<file path="src/rtl/apb_master_ctrl.sv">
// APB initiator: accepts one read/write command, runs the SETUP/ACCESS
// sequence with an ACCESS-phase timeout and returns data plus status.
module apb_master_ctrl #(
    parameter int unsigned ADDR_W  = 32,
    parameter int unsigned DATA_W  = 32,
    parameter int unsigned TIMEOUT = 16
) (
    input  logic              p_clk_i,
    input  logic              p_rst_i,
    input  logic              cmd_valid_i,
    output logic              cmd_ready_o,
    input  logic              cmd_we_i,
    input  logic [ADDR_W-1:0] cmd_adr_i,
    input  logic [DATA_W-1:0] cmd_dat_i,
    output logic              rsp_valid_o,
    input  logic              rsp_ready_i,
    output logic [DATA_W-1:0] rsp_dat_o,
    output logic              rsp_err_o,
    output logic              p_sel_o,
    output logic              p_enable_o,
    output logic              p_we_o,
    output logic [ADDR_W-1:0] p_adr_o,
    output logic [DATA_W-1:0] p_dat_o,
    input  logic [DATA_W-1:0] p_dat_i,
    input  logic              p_ready_i
);

    localparam int unsigned CNT_W = (TIMEOUT > 1) ? $clog2(TIMEOUT) : 1;

    typedef enum logic [1:0] {
        S_IDLE,
        S_SETUP,
        S_ACCESS,
        S_RESP
    } state_e;

    state_e              state_q, state_d;
    logic [CNT_W-1:0]    cnt_q, cnt_d;
    logic                cmd_ready_q, cmd_ready_d;
    logic                rsp_valid_q, rsp_valid_d;
    logic [DATA_W-1:0]   rsp_dat_q, rsp_dat_d;
    logic                rsp_err_q, rsp_err_d;
    logic                p_sel_q, p_sel_d;
    logic                p_enable_q, p_enable_d;
    logic                p_we_q, p_we_d;
    logic [ADDR_W-1:0]   p_adr_q, p_adr_d;
    logic [DATA_W-1:0]   p_dat_q, p_dat_d;

    // Next-state and next-output logic; every output is a register image.
    always_comb begin
        state_d     = state_q;
        cnt_d       = cnt_q;
        cmd_ready_d = cmd_ready_q;
        rsp_valid_d = rsp_valid_q;
        rsp_dat_d   = rsp_dat_q;
        rsp_err_d   = rsp_err_q;
        p_sel_d     = p_sel_q;
        p_enable_d  = p_enable_q;
        p_we_d      = p_we_q;
        p_adr_d     = p_adr_q;
        p_dat_d     = p_dat_q;

        case (state_q)
            S_IDLE: begin
                if (cmd_valid_i) begin
                    cmd_ready_d = 1'b0;
                    p_sel_d     = 1'b1;
                    p_enable_d  = 1'b0;
                    p_we_d      = cmd_we_i;
                    p_adr_d     = cmd_adr_i;
                    p_dat_d     = cmd_dat_i;
                    state_d     = S_SETUP;
                end
            end
            S_SETUP: begin
                p_enable_d = 1'b1;
                cnt_d      = '0;
                state_d    = S_ACCESS;
            end
            S_ACCESS: begin
                // Ready wins over timeout on the last allowed cycle.
                if (p_ready_i || (cnt_q == CNT_W'(TIMEOUT - 1))) begin
                    rsp_valid_d = 1'b1;
                    rsp_err_d   = ~p_ready_i;
                    rsp_dat_d   = (p_ready_i && !p_we_q) ? p_dat_i : '0;
                    p_sel_d     = 1'b0;
                    p_enable_d  = 1'b0;
                    p_we_d      = 1'b0;
                    p_adr_d     = '0;
                    p_dat_d     = '0;
                    state_d     = S_RESP;
                end else begin
                    cnt_d = cnt_q + CNT_W'(1);
                end
            end
            S_RESP: begin
                if (rsp_ready_i) begin
                    rsp_valid_d = 1'b0;
                    cmd_ready_d = 1'b1;
                    state_d     = S_IDLE;
                end
            end
            default: begin
                state_d = S_IDLE;
            end
        endcase
    end

    // State and output registers with synchronous reset.
    always_ff @(posedge p_clk_i) begin
        if (p_rst_i) begin
            state_q     <= S_IDLE;
            cnt_q       <= '0;
            cmd_ready_q <= 1'b1;
            rsp_valid_q <= 1'b0;
            rsp_dat_q   <= '0;
            rsp_err_q   <= 1'b0;
            p_sel_q     <= 1'b0;
            p_enable_q  <= 1'b0;
            p_we_q      <= 1'b0;
            p_adr_q     <= '0;
            p_dat_q     <= '0;
        end else begin
            state_q     <= state_d;
            cnt_q       <= cnt_d;
            cmd_ready_q <= cmd_ready_d;
            rsp_valid_q <= rsp_valid_d;
            rsp_dat_q   <= rsp_dat_d;
            rsp_err_q   <= rsp_err_d;
            p_sel_q     <= p_sel_d;
            p_enable_q  <= p_enable_d;
            p_we_q      <= p_we_d;
            p_adr_q     <= p_adr_d;
            p_dat_q     <= p_dat_d;
        end
    end

    assign cmd_ready_o = cmd_ready_q;
    assign rsp_valid_o = rsp_valid_q;
    assign rsp_dat_o   = rsp_dat_q;
    assign rsp_err_o   = rsp_err_q;
    assign p_sel_o     = p_sel_q;
    assign p_enable_o  = p_enable_q;
    assign p_we_o      = p_we_q;
    assign p_adr_o     = p_adr_q;
    assign p_dat_o     = p_dat_q;

endmodule

</file>
<file path="config.mk">
export PLATFORM = sky130hd
export DESIGN_NAME = apb_master_ctrl
export DESIGN_NICKNAME = d
export VERILOG_FILES = /design/src/rtl/apb_master_ctrl.sv
export SDC_FILE = /design/constraint.sdc
export NUM_CORES = 1
export LEC_CHECK = 0
export ABC_AREA = 1
export BUFFER_PORTS_ARGS = -buffer_cell sky130_fd_sc_hd__buf_2
export CAP_MARGIN = 0
export CORE_AREA = 2 2 112 114
export DETAILED_ROUTE_END_ITERATION = 16
export DIE_AREA = 0 0 114 116
export PLACE_DENSITY = 0.77
export SYNTH_ARGS = -nofsm -noshare
export SYNTH_HDL_FRONTEND = slang
export SYNTH_SLANG_ARGS = --single-unit
export TNS_END_PERCENT = 5
</file>
<file path="constraint.sdc">
create_clock -name p_clk_i -period 1.6 [get_ports p_clk_i]
set_input_delay 0.08 -clock p_clk_i [delete_from_list [all_inputs] [get_ports p_clk_i]]
set_output_delay 0.08 -clock p_clk_i [all_outputs]
set_load 0.005 [all_outputs]
</file>
== After elaboration in Yosys (flattened, before gate mapping) ==
Cells that the tools add are included.
W data, S select, Z words.

* Eq/ne operators: 8
* Add/subtract/negate cells: 1
* Bitwise logic cells: 1
* Reductions and logical operators: 16
* Mux-type cells: 24

{| class="wikitable"
|+ Operators with widths
! cell !! count
|-
| $mux W32 || 4
|-
| $pmux W32 S2 || 2
|-
| $reduce_and A3 Y1 || 5
|-
| $ne A2 B2 Y1 const B || 4
|-
| $pmux W1 S2 || 4
|-
| $pmux W2 S4 || 1
|-
| $pmux W4 S2 || 1
|-
| $reduce_bool A2 Y1 || 4
|-
| $mux W1 || 7
|-
| $mux W2 || 3
|-
| $add A4 B1 Y4 const B || 1
|-
| $eq A2 B2 Y1 const B || 2
|-
| $eq A4 B4 Y1 const B || 1
|-
| $mux W4 || 1
|-
| $reduce_and A2 Y1 || 2
|-
| $pmux W1 S3 || 1
|-
| $reduce_bool A3 Y1 || 1
|-
| $eq A2 B1 Y1 const B || 1
|-
| $logic_not A2 Y1 || 1
|-
| $logic_and A1 B1 Y1 || 1
|-
| $logic_not A1 Y1 || 1
|-
| $logic_or A1 B1 Y1 || 1
|-
| $not A1 Y1 || 1
|}

* Register bits: 108
* Input bits: 102

== Longest topological paths before layout ==
Gate-level depths: netlist (run 1).

* Depth after elaboration: 4
* Mapped depth: 10
* Gate-level depth less buffers: 8

== Worst setup path before layout (run 1) ==
OpenSTA, ideal clock, no wires.

* Kind: reg-to-reg
* Start: reg state_q[0]
* End: reg p_adr_q[10] (netlist: p_adr_o[10])
* Path buffers: 3
* Required time: 1.490 ns
* Stages on the path, launching flop included: 11
* Data arrival time: 1.582 ns
* Clock period less this slack: 1.692 ns
* Setup time: 0.110 ns
* Slack: -0.092 ns
* Cells stage by stage: dfxtp_1 -> inv_1 -> ha_1 -> buf_6 -> or2_1 -> buf_2 -> nand3_4 -> buf_4 -> nand2_1 -> inv_1 -> nor2_1

* Longest elaborated chain between the ends: 3
* Elaborated cells on any way between the ends: 7
* Those cells by class: eq/ne (3); mux (1); reduce/logical (3)

{| class="wikitable"
|+ Ends and longest elaborated chain
! item !! line !! RTL
|-
| start: declaration || 37 || <nowiki>state_e state_q, state_d;</nowiki>
|-
| start signal: assignment || 124 || <nowiki>state_q <= state_d;</nowiki>
|-
| $eq A2 B2 Y1 / $logic_not A2 Y1 (equally long branches) || 63 || <nowiki>case (state_q)</nowiki>
|-
| $ne A2 B2 Y1 (no source line) / $reduce_bool A2 Y1 (equally long branches) || n/a ||
|-
| $reduce_and A3 Y1 (no source line) || n/a ||
|-
| end signal: assignment || 133 || <nowiki>p_adr_q <= p_adr_d;</nowiki>
|-
| end: declaration || 46 || <nowiki>logic [ADDR_W-1:0] p_adr_q, p_adr_d;</nowiki>
|}

Parallel ways exist; a longest one is shown, timed or not.
A chain may end at the register's enable or synchronous reset.

== Worst setup path in the final report (run 1) ==
* Start: reg state_q[1]
* End: reg p_dat_q[9] (netlist: p_dat_o[9])

* Longest elaborated chain between the ends: 3
* Elaborated cells on any way between the ends: 7
* Those cells by class: eq/ne (3); mux (1); reduce/logical (3)

{| class="wikitable"
|+ Ends and longest elaborated chain
! item !! line !! RTL
|-
| $eq A2 B2 Y1 / $logic_not A2 Y1 (equally long branches) || 63 ||
|-
| $ne A2 B2 Y1 (no source line) / $reduce_bool A2 Y1 (equally long branches) || n/a ||
|-
| $reduce_and A3 Y1 (no source line) || n/a ||
|-
| end signal: assignment || 134 || <nowiki>p_dat_q <= p_dat_d;</nowiki>
|-
| end: declaration || 47 || <nowiki>logic [DATA_W-1:0] p_dat_q, p_dat_d;</nowiki>
|}

Parallel ways exist; a longest one is shown, timed or not.

==> flow_summary.toml, run 1 <==
[yosys]
syn_nets = 905
ys_seq_elements = 108
synth_cell_types = 23
netlist_area_um2 = 5170
syn_avg_cell_area_um2 = 6.49
syn_inst = 796
yosys_warnings = 0
ys_seq_area_frac = 0.418

[layout]
nets = 1133
post_route_cells_drive_above_1_share = 0.274
final_cell_count_no_fill = 1175
syn_to_final_growth_pct = 40.5
antenna_cells = 0

[critical_path]
crit_chain = "inv_2 > ha_2 > or2_4 > nand3_4 > clkbuf_16 > nand2_1 > inv_1 > nor2_1"
slowest_delay_ns = 0.37
worst_path_max_delay_cell = "dfxtp_4"
critPathBufInv = 3
cp.required_ns = 1.85
cp-end-kind = "flip-flop"
crit_family = "simple AND/OR/NAND/NOR gates"
path_class = "flip-flop to flip-flop"
cp-start-kind = "flip-flop"
critPathMaxFanout = 10
critPathArrivalTime_ns = 1.78

[power_and_ir_drop]
p_int_mw = 8.52
total_power_mw = 14.4
power_density_nw_per_um2 = 1980
power_frac_seq = 0.293
combPwrFrac = 0.548
ir_drop_mv = 0.981
leakagePower_nw = 4.12
p_sw_mw = 5.85
p_clk_frac = 0.160
p_sw_frac = 0.407

[route]
first_pass_iters = 4
route.detailed.drc = 0
wl_um = 15400
wl_per_cell_um = 13.1
postRouteAntennaNets = 0
drt_iter0_markers = 439
num_vias = 5606
viasPerCell = 4.77

[global_routing]
grt-ovfl-total = 0
met2_usage = 0.355
track_usage = 0.216
grt_pass1_wl_um = 23100
grt.busiest_layer = "met2"
grt_max_degree = 77
antenna_found_initial = 0
grt_pass1_vias = 4893
grtUsageMet3 = 0.0570
grt_use_met1 = 0.275

[cts]
cts-root-buf = "clkbuf_16"
path_clk_slew_ns = 0.07
numClockSinks = 108
cts_tree = "built"
h-tree-depth = 3
clk_path_buf_depth = 2
clock_latency_ns = 0.35
cts_buffers = 9

[timing]
drv_slew = 0
max-slew-margin-rel = 0.758
tightest_slew_ns = 0.364
tns_ns = 0
fmaxAchievable_mhz = 653
setup_slack_ns = 0.0686
fin_crit_ns = 1.53
setup_violations = 0
holdWs_ns = 0.0178
fin_skew_ns = 0.00511
hold_viol_final = 0
post-route-period-util = 0.957

[floorplanning]
die-area_um2 = 13200
core_area_um2 = 11900
die_w_um = 114
num_io_pins = 204
die_height_um = 116
start_util = 0.434
rows = 40

[placement]
portBuffers = 203
dp.cells = 1125
hpwl_um = 9540
routabilityCongestion = 0.796
place_ws_ns = 0.0315

[flow_run]
drv_cap = 0

[worst_hold_path]
hold_class = "primary input to flip-flop"

[status]
status = "complete, no violations"
-- cell type report --
| type | count | area (µm²) |
|---|---|---|
| fill | 1079 | 4650 |
| multi-input combinational | 487 | 2240 |
| sequential | 108 | 2170 |
| timing repair buffer | 268 | 1800 |
| inverter | 150 | 563 |
| clock buffer | 11 | 253 |
| tap | 147 | 184 |
| clock inverter | 4 | 48.8 |
-- cell families (layout without fill, tap and decap cells) --
logic type,after synthesis,after routing,synth area share
and+or+nand+nor,435,436,0.356
buffers and inverters,202,433,0.165
adders and majority gates,7,7,0.0169
DFF,108,108,0.418
AOI/OAI and AO/OA,44,44,0.0436
-- worst reg2reg max path, stage by stage (launching register included) --
cell	delay [ns]
dfxtp_4	0.37
inv_2	0.05
ha_2	0.18
or2_4	0.28
nand3_4	0.21
clkbuf_16	0.21
nand2_1	0.06
inv_1	0.05
nor2_1	0.03
-- power groups by stage --
stage / Combinational (mW) / Clock [mW] / Sequential (mW)
3_5_place_dp: 6.80 / 0 / 4.25
5_1_grt: 8.89 / 2.44 / 4.31
6_report: 7.87 / 2.29 / 4.21
3_3_place_gp: 6.75 / 0 / 4.21
2_1_floorplan: 4.48 / 0 / 4.35
4_1_cts: 6.90 / 2.34 / 4.20
-- through the flow --
step / instance area, µm² / utilization
detailed placement: 6430 / 0.540
finish: 7260 / 0.610
global route: 7260 / 0.610
floorplan: 5180 / -
global placement: 6430 / 0.540
CTS: 6970 / 0.585
-- synth_stat cells, drive strengths merged --
library cell | instances | area (µm²)
a21oi | 35 | 179
a31oi | 1 | 6.26
buf | 29 | 201
clkbuf | 23 | 86.3
dfxtp | 108 | 2160
ha | 7 | 87.6
inv | 150 | 563
nand2 | 228 | 858
nand3 | 39 | 213
nand4 | 53 | 332
nor2 | 112 | 423
nor3 | 2 | 10.0
o21ai | 8 | 40.0
or2 | 1 | 6.26
-- cell usage in the layout (no fill, tap or decap), drive strengths merged, types with 8 or more instances in the layout --
cell type | Yosys | routed
nor2 | 112 | 112
nand2 | 228 | 228
nand3 | 39 | 40
a21oi | 35 | 35
clkbuf | 23 | 17
inv | 150 | 150
dlygate4sd3 | 0 | 24
nand4 | 53 | 53
o21ai | 8 | 8
buf | 29 | 238
dfxtp | 108 | 108
-- worst paths after layout --
check	cells after the start	slack (ns)	endpoint	startpoint
worst max-delay path	8	0.07	p_dat_o[9]	state_q[1]
worst min-delay path	4	0.02	rsp_valid_o	rsp_ready_i
worst max register to register	8	0.07	p_dat_o[9]	state_q[1]
worst min register to register	2	0.44	rsp_valid_o	rsp_valid_o
-- sequential cells by signal, indices dropped and copies added (netlist names) --
| name | count |
|---|---|
| cmd_ready_o | 1 |
| cnt_q | 4 |
| p_adr_o | 32 |
| p_dat_o | 32 |
| p_enable_o | 1 |
| p_sel_o | 1 |
| p_we_o | 1 |
| rsp_dat_o | 32 |
| rsp_err_o | 1 |
| rsp_valid_o | 1 |
| state_q | 2 |
-- per-layer routing --
metal,share of wire,up-vias
li1,-,2869
met1,0.43,2517
met2,0.47,201
met3,0.079,19
met4,0.016,0
met5,0,-
-- what timing repair did --
item,in CTS,in global routing
hold buffers,24,0
hold endpoints to repair,24,0
endpoints found under the setup margin,0,100
resized for setup,0,23
buffers inserted,0,3
(Power assumes the default switching activity.)
==> run 2, diff against run 1 <==
==> constraint.sdc (replaced) <==
create_clock -name p_clk_i -period 1.6 [get_ports p_clk_i]
set_input_delay 0.16 -clock p_clk_i [delete_from_list [all_inputs] [get_ports p_clk_i]]
set_output_delay 0.16 -clock p_clk_i [all_outputs]
set_load 0.005 [all_outputs]
==> run 2 against run 1 <==
Effect of this change:
- final cell count shrank 2.5%
- first-iteration DRC count grew 7.3%
- register-to-register slack barely moved
- utilization fell by 2.6 points
- clock power hardly changed
- global-route usage fell by 1.0 points
- critical path depth is 1 higher
- sequential share of layout area up 1.2 points
- power is 2.1% lower
- routed wire length down 5.6%
- critical path type unchanged
- highest routed layer unchanged
==> flow_summary.toml, run 2 (same netlist as run 1, synthesis figures left out) <==
[cts]
clk_path_buf_depth = 2
clock_latency_ns = 0.35
cts-root-buf = "clkbuf_16"
cts_tree = "built"
numClockSinks = 108
cts-hold-fix-buffers = 0
cts_buffers = 9
path_clk_slew_ns = 0.07
h-tree-depth = 3

[worst_hold_path]
hold_start = "p_dat_i[11]"
hold_path_end = "rsp_dat_o[11]"
hold_class = "primary input to flip-flop"
hold_depth = 3

[critical_path]
cp-start-kind = "flip-flop"
worst_path_max_delay_cell = "dfxtp_2"
reg2regPathDepth = 9
cp.required_ns = 1.89
crit_chain = "inv_2 > ha_2 > buf_4 > nand3_4 > nand3_4 > clkbuf_16 > nand2_1 > inv_1 > nor2_1"
critPathArrivalTime_ns = 1.81
path_class = "flip-flop to flip-flop"
critPathBufInv = 4
r2r-end = "p_dat_o[4]"
regToRegSetupSlack_ns = 0.08
r2r-start = "state_q[0]"
crit_top_cell = "nand3_4"
crit_family = "simple AND/OR/NAND/NOR gates"
slowest_delay_ns = 0.33
critPathMaxFanout = 10
cp-end-kind = "flip-flop"

[global_routing]
grt_max_degree = 77
grt_pass1_wl_um = 21900
track_usage = 0.206
antenna_found_initial = 0
grt_pass1_vias = 4722
grt-ovfl-total = 0

[layout]
syn_to_final_growth_pct = 34.5
num-fill-cells = 1132
nets = 1103
post_route_cells_drive_above_1_share = 0.275
mostFrequentLayoutCells = "nand2_1, buf_2, inv_1"
final_common_cell = "nand2_1"
antenna_cells = 0

[timing]
setup_violations = 0
post-route-period-util = 0.952
rsz0062_at_grt = "no"
fmaxAchievable_mhz = 657
hold_viol_final = 0
max-slew-margin-rel = 0.752
tns_ns = 0
tightest_slew_ns = 0.372
drv_slew = 0
fin_skew_ns = 0.00640
fin_crit_ns = 1.52

[power_and_ir_drop]
ir_drop_mv = 0.868
total_power_mw = 14.1
leakagePower_nw = 3.99
power_density_nw_per_um2 = 2020

[floorplanning]
die_w_um = 114
core_area_um2 = 11900
die-area_um2 = 13200
start_util = 0.434
die_height_um = 116
rows = 40
num_io_pins = 204

[placement]
hpwl_um = 9480
portBuffers = 203
routabilityCongestion = 0.812

[route]
num_vias = 5415
viasPerCell = 4.73
wl_per_cell_um = 12.7
route.detailed.drc = 0
drt_iter0_markers = 471
postRouteAntennaNets = 0
first_pass_iters = 4
wl_um = 14500

[flow_run]
drv_cap = 0

[status]
status = "complete, no violations"
[run 2: cell types whose count changed in the layout (fill, tap and decap cells not counted), sizes merged]
cell	before	now
dlygate4sd3	24	0
buf	238	232
clkbuf	17	15
clkinv	3	5
clkinvlp	0	1
[run 2: stage by stage]
step | hold WS [ns] | cell area [µm²] | util | std cells | worst slack (ns)
after detailed placement | 0.431 | 6410 | 0.538 | 1122 | 0.0278
after global routing | 0.0614 | 6950 | 0.584 | 1146 | 0.00283
final | 0.0647 | 6950 | 0.584 | 1146 | 0.0775
after CTS | 0.0525 | 6710 | 0.563 | 1138 | 0.00879
after floorplan | 0.320 | 5180 | - | 796 | 0.000442
after global placement | 0.426 | 6410 | 0.538 | 1122 | 0.0711
[run 2: worst reg2reg max path: stages (launching register included)]
cell and delay (ns):
dfxtp_2 0.33, inv_2 0.04, ha_2 0.19, buf_4 0.16
nand3_4 0.14, nand3_4 0.18, clkbuf_16 0.22, nand2_1 0.06
inv_1 0.03, nor2_1 0.10
[run 2: metal layers]
layer | global-route usage | routed length (µm) | vias to the layer above
li1 | - | - | 2808
met1 | 0.254 | 6230 | 2387
met2 | 0.341 | 6790 | 202
met3 | 0.0575 | 1220 | 18
met4 | 0.0846 | 282 | 0
met5 | 0 | 0 | -
[run 2: worst max-delay path by stage]
stage	from	to	cells past startpoint	slack (ns)
2_1_floorplan	state_q[0]	p_adr_o[18]	10	0.0004
3_3_place_gp	state_q[0]	p_adr_o[0]	8	0.07
4_1_cts	state_q[1]	p_adr_o[4]	9	0.009
5_1_grt	state_q[0]	p_dat_o[15]	8	0.003
3_5_place_dp	state_q[0]	cnt_q[0]	8	0.03
6_report	state_q[0]	p_dat_o[4]	9	0.08
[run 2: cell type report]
class	count	area, µm²	area share
clock buffer	9	225	0.0324
clock inverter	7	77.6	0.0112
inverter	150	566	0.0814
multi-input combinational	487	2230	0.320
sequential	108	2170	0.312
tap	147	184	0.0265
timing repair buffer	238	1510	0.217
[run 2: report_power, final]
part	internal (mW)	switching, mW	total (mW)
combinational	3.33	4.28	7.60
clock	1.22	1.04	2.26
sequential	3.71	0.491	4.20
[run 2: timing repair]
item | CTS | global route
cloned | 0 | 7
pin swaps | 1 | 2
endpoints found under the setup margin | 1 | 102
setup buffers | 0 | 1
gates resized for setup | 0 | 19
